==> src/rtl/sine_sweep_ctrl_pkg.sv <==
// sine_ctrl_pkg: shared FSM encoding and default widths for the sine sweep controller
// and the sine-sum top level.
package sine_ctrl_pkg;
    localparam int SINE_DW      = 12;
    localparam int SINE_CNT_W   = 8;
    localparam int SINE_DWELL_W = 16;

    typedef enum logic [2:0] {
        IDLE  = 3'd0,
        LOAD  = 3'd1,
        DWELL = 3'd2,
        STEP  = 3'd3,
        DONE  = 3'd4
    } state_t;
endpackage

==> src/rtl/sine_sweep_ctrl_dwell_timer.sv <==
// sine_dwell_timer: loadable down-counter with a zero flag; holds at zero.
module sine_dwell_timer
    import sine_ctrl_pkg::*;
#(
    parameter int W = SINE_DWELL_W
) (
    input  logic         clk,
    input  logic         rst,
    input  logic         i_load,
    input  logic [W-1:0] i_val,
    input  logic         i_dec,
    output logic         o_zero
);
    logic [W-1:0] r_cnt;

    always_ff @(posedge clk or negedge rst) begin
        if (!rst)
            r_cnt <= '0;
        else if (i_load)
            r_cnt <= i_val;
        else if (i_dec && r_cnt != '0)
            r_cnt <= r_cnt - W'(1);
    end

    assign o_zero = (r_cnt == '0);
endmodule

==> src/rtl/sine_sweep_ctrl.sv <==
// sine_sweep_ctrl: steps two DDS phase increments through a staircase of tones, each held
// dwell+1 cycles. Define SINE_SWEEP_PINGPONG_EN to sweep back down to the start values.
module sine_sweep_ctrl
    import sine_ctrl_pkg::*;
#(
    parameter int DW      = SINE_DW,
    parameter int CNT_W   = SINE_CNT_W,
    parameter int DWELL_W = SINE_DWELL_W
) (
    input  logic               clk,
    input  logic               rst,
    input  logic               start,
    input  logic               abort,
    input  logic [DW-1:0]      cfg_start_a,
    input  logic [DW-1:0]      cfg_start_b,
    input  logic [DW-1:0]      cfg_step,
    input  logic               cfg_mirror,
    input  logic [CNT_W-1:0]   cfg_count,
    input  logic [DWELL_W-1:0] cfg_dwell,
    output logic [DW-1:0]      delta_a,
    output logic [DW-1:0]      delta_b,
    output logic               busy,
    output logic               done
);
    state_t             r_state, w_next;
    logic [DW-1:0]      r_delta_a, r_delta_b, r_step;
    logic               r_mirror, r_busy, r_done;
    logic [CNT_W-1:0]   r_count, r_scnt;
    logic [DWELL_W-1:0] r_dwell;
    logic               w_go, w_run, w_adv, w_zero, w_last, w_down, w_sub_b;

    assign w_go  = (r_state == IDLE) && start;
    assign w_run = (r_state == LOAD) || (r_state == DWELL) || (r_state == STEP);
    assign w_adv = w_run && !abort && w_zero && !w_last;

    // The dwell timer is loaded on the edge that shows a new tone, so a tone ends when it reads zero.
    sine_dwell_timer #(.W(DWELL_W)) u_timer (
        .clk    (clk),
        .rst    (rst),
        .i_load (w_go || w_adv),
        .i_val  (w_go ? cfg_dwell : r_dwell),
        .i_dec  (w_run),
        .o_zero (w_zero)
    );

`ifdef SINE_SWEEP_PINGPONG_EN
    logic r_dir;

    assign w_down = r_dir || (r_scnt == '0);
    assign w_last = (r_scnt == '0) && (r_dir || r_count == '0);

    always_ff @(posedge clk or negedge rst) begin
        if (!rst)
            r_dir <= 1'b0;
        else if (w_go)
            r_dir <= 1'b0;
        else if (w_adv && r_scnt == '0)
            r_dir <= 1'b1;
    end
`else
    assign w_down = 1'b0;
    assign w_last = (r_scnt == '0);
`endif

    assign w_sub_b = r_mirror ^ w_down;

    always_comb begin
        w_next = r_state;
        case (r_state)
            IDLE:              w_next = start ? LOAD : IDLE;
            LOAD, DWELL, STEP: w_next = abort ? IDLE : !w_zero ? DWELL : w_last ? DONE : STEP;
            default:           w_next = IDLE;
        endcase
    end

    always_ff @(posedge clk or negedge rst) begin
        if (!rst) begin
            r_state   <= IDLE;
            r_delta_a <= '0;
            r_delta_b <= '0;
            r_step    <= '0;
            r_mirror  <= 1'b0;
            r_count   <= '0;
            r_dwell   <= '0;
            r_scnt    <= '0;
            r_busy    <= 1'b0;
            r_done    <= 1'b0;
        end else begin
            r_state <= w_next;
            r_busy  <= (w_next == LOAD) || (w_next == DWELL) || (w_next == STEP);
            r_done  <= (w_next == DONE);
            if (w_go) begin
                r_delta_a <= cfg_start_a;
                r_delta_b <= cfg_start_b;
                r_step    <= cfg_step;
                r_mirror  <= cfg_mirror;
                r_count   <= cfg_count;
                r_dwell   <= cfg_dwell;
                r_scnt    <= cfg_count;
            end else if (w_adv) begin
                r_delta_a <= w_down ? r_delta_a - r_step : r_delta_a + r_step;
                r_delta_b <= w_sub_b ? r_delta_b - r_step : r_delta_b + r_step;
                r_scnt    <= (r_scnt == '0) ? r_count - CNT_W'(1) : r_scnt - CNT_W'(1);
            end
        end
    end

    assign delta_a = r_delta_a;
    assign delta_b = r_delta_b;
    assign busy    = r_busy;
    assign done    = r_done;
endmodule

==> config.mk <==
export PLATFORM = sky130hd
export DESIGN_NAME = sine_sweep_ctrl
export DESIGN_NICKNAME = d
export VERILOG_FILES = /design/src/rtl/sine_sweep_ctrl_pkg.sv /design/src/rtl/sine_sweep_ctrl_dwell_timer.sv /design/src/rtl/sine_sweep_ctrl.sv
export SDC_FILE = /design/constraint.sdc
export NUM_CORES = 1
export LEC_CHECK = 0
export BUFFER_PORTS_ARGS = -buffer_cell sky130_fd_sc_hd__buf_2
export CAP_MARGIN = 20
export CELL_PAD_IN_SITES_DETAIL_PLACEMENT = 0
export CELL_PAD_IN_SITES_GLOBAL_PLACEMENT = 1
export CORE_ASPECT_RATIO = 1.75
export CORE_MARGIN = 3
export CORE_UTILIZATION = 45
export CTS_CLUSTER_DIAMETER = 80
export DETAILED_ROUTE_END_ITERATION = 8
export MAX_ROUTING_LAYER = met4
export PLACE_DENSITY = 0.9
export RECOVER_POWER = 50
export SLEW_MARGIN = 10
export SYNTH_ARGS = -nofsm -noshare
export SYNTH_HDL_FRONTEND = slang
export SYNTH_SLANG_ARGS = --single-unit
==> constraint.sdc <==
create_clock -name clk -period 7.6 [get_ports clk]
set_input_delay 1.14 -clock clk [delete_from_list [all_inputs] [get_ports clk]]
set_output_delay 1.14 -clock clk [all_outputs]
set_load 0.01 [all_outputs]
==> qor.txt <==
Status: complete, but fails checks
Failing checks: capacitance limit, slew limit
Max Cap Viol: 1
Post-CTS setup buffer count: 0
WHS Endpoint: r_dwell[11]
Cts hold-fix bufs: 0
Crit start category: flip-flop
Post_cts resized: 0
Critical path fanouts, max: 18
Synthesized Nets: 697
Post-synth cell types: 52
Share of layout cells above drive strength 1: 15.94%
Critical path type: flip-flop to flip-flop
Starting Density: 46.85%
Pwr Total: 1.956 mW
Chip Width: 86.48 microns
Sequential Area: 2102 sq um
Worst hold start: r_dwell[11]
Vias per inst: 5.699
Final hold vios: 0
Net count, final: 778
Area of the multi-input gates: 2834 sq um
First-pass GRT wire length: 22050 microns
# rows: 50
Fill cells: 1052
Worst reg2reg endpoint: u_timer.r_cnt[12]
Die ar.: 12700 sq um
Die Span Y: 146.8 microns
Hold Path Cell Cnt: 2
Clock root cell: clkbuf_16
Leakage: 2.771 nW
TritonCTS Sinks: 84
Largest net degree at the start of global routing: 85
Area grow syn2layout: 17.25%
Core ar.: 10890 sq um
VDD IR max: 0.0001721 V
Power Dens Cells: 327.2 nW/um^2
Rel. slew slack: -18.79%
Netlist Area Pre-Place: 5100 sq um
CTS clk-pin slew, worst paths: 60 ps
Worst path required time: 7820 ps
WL final: 13510 microns
FF+latch count, synth: 84
DRC viols: 0
Total GRT Usage: 22.44%
Reg2reg path depth: 7
Mapped Cells: 604
Highest Clock Rate: 0.2716 GHz
Max Root-Sink Buffers: 2
Drt initial violations: 209
Worst-skew pair later-pin latency: 340 ps
DP HPWL: 9716 microns
TritonCTS clock tree: done
Via count: 4673
GR Overflow Total: 0
R2r startpoint: r_scnt[3]
I/O Buffers: 90
Hold Path Class: flip-flop to flip-flop
Placer Congestion: 0.8958
Final setup viols: 0
Arrival @ worst endpoint: 3900 ps
Number of diodes: 0
DRT antenna net count: 0
Worst Setup End Kind: flip-flop
Avg Synthesized Cell Area: 8.444 sq um
Most frequent cells in the layout: nand2_1, dfrtp_1, buf_2
Vias in the first global route: 4785
Pre-Repair DR Iteration Count: 4
WL/cell: 16.47 microns
Total negative slack: 0 ps
Final Max Slew Viols: 30
FF-to-FF setup slack: 3920 ps
Post-synthesis sequential area ratio: 41.22%
Worst slew pin tran: 1782 ps
CTS buffer count: 9
Clock skew: 7.911 ps
Tmin final: 3682 ps
Worst hold slack: 472.0 ps
Warnings from Yosys: 0
H-tree Lvls: 3
Setup repair after global routing missed its margin: false
Num ports: 91
Commonest non-fill, non-tap cell in the layout: nand2_1
Initial antenna violation count: 0
Final Cycle Share: 48.44%
## cells by family (layout without fill, tap and decap cells)
group           count (synthesis)  after routing  share of synthesized area [%]
mux                             6              6                          1.178
fa+ha+maj                      28             28                          7.164
compound gates                134            134                          15.97
buf+inv                        38            124                          3.116
xor+xnor                       26             26                          4.465
flops                          84             84                          41.22
simple gates                  288            288                          26.89
## Yosys cell counts, drive strengths merged
cell type / n / area [sq um]
nand2: 142 / 533.0
dfrtp: 84 / 2102
nor2: 52 / 197.7
a21oi: 40 / 200.2
o21ai: 40 / 200.2
ha: 26 / 325.3
nor3: 21 / 116.4
xnor2: 21 / 183.9
nand3: 18 / 102.6
clkbuf: 16 / 60.06
inv: 13 / 48.79
o211ai: 10 / 75.07
buf: 9 / 50.04
a21o: 8 / 60.06
and3: 8 / 50.05
a31oi: 7 / 43.79
mux2i: 6 / 60.06
o21a: 6 / 45.04
or3: 6 / 37.54
nor2b: 5 / 31.28
nor4: 5 / 61.31
o21bai: 5 / 37.54
xor2: 5 / 43.79
a211oi: 4 / 30.03
nand3b: 4 / 30.03
nand4: 4 / 25.02
or2: 4 / 25.02
or4: 4 / 30.03
a221o: 3 / 30.03
nand2b: 3 / 18.77
nand4b: 3 / 26.28
nor3b: 3 / 22.52
nor4b: 3 / 41.29
o311ai: 3 / 26.28
and2: 2 / 12.51
fa: 2 / 40.04
o2111ai: 2 / 17.52
o22ai: 2 / 12.51
a22oi: 1 / 7.510
nor4bb: 1 / 10.01
o22a: 1 / 8.760
o41a: 1 / 11.26
o41ai: 1 / 8.760
## routing by layer
layer,track usage (%),up-vias,share of wire [%]
li1,-,2273,-
met1,22.88,2245,37
met2,41.14,120,55
met3,3.255,35,4.1
met4,10.14,0,3.6
met5,-,-,0
## where the power goes
part | switching (mW) | total [mW] | internal [mW]
Clock | 0.179 | 0.494 | 0.315
Combinational | 0.448 | 0.788 | 0.340
Sequential | 0.119 | 0.674 | 0.555
Total | 0.746 | 1.96 | 1.21
## worst max-delay path, stage by stage, from the launching register on
cell	delay (ps)
dfrtp_1	440
or4_1	600
nor3_1	790
nor4_4	100
buf_4	250
nor2_2	600
inv_2	320
a221o_1	440
## registers in the layout, summed over array words and instances, names as in the netlist
| signal | flops |
|---|---|
| done | 1 |
| r_mirror | 1 |
| r_state | 3 |
| r_dwell | 16 |
| r_scnt | 8 |
| delta_a | 12 |
| u_timer.r_cnt | 16 |
| r_count | 2 |
| busy | 1 |
| delta_b | 12 |
| r_step | 12 |
## stage by stage
step	area [sq um]	std cells	utilization (%)	setup slack, ps
2_1_floorplan	5100	604	-	4896
3_3_place_gp	5642	803	51.83	4467
3_5_place_dp	5642	803	51.83	4432
4_1_cts	5979	819	54.93	4397
5_1_grt	5979	820	54.93	3717
6_report	5979	820	54.93	3918
## layout make-up
| class | instances | area share, % |
|---|---|---|
| repair buffers | 95 | 8.265 |
| clock buffers | 13 | 4.520 |
| well taps | 130 | 2.720 |
| multi-input cells | 482 | 47.39 |
| inverters | 13 | 0.8161 |
| clock inverters | 3 | 1.130 |
| flip-flops and latches | 84 | 35.15 |
## how the worst max path moves through the flow
stage / cells past startpoint / slack, ps / start / endpoint
5_1_grt: 7 / 3720 / r_scnt[3] / u_timer.r_cnt[12]
3_3_place_gp: 7 / 4470 / r_scnt[3] / u_timer.r_cnt[12]
6_report: 7 / 3920 / r_scnt[3] / u_timer.r_cnt[12]
3_5_place_dp: 7 / 4430 / r_scnt[3] / u_timer.r_cnt[12]
4_1_cts: 7 / 4400 / r_scnt[3] / u_timer.r_cnt[12]
2_1_floorplan: 13 / 4900 / r_step[1] / delta_b[11]
Power figures use the tool's default switching activity.
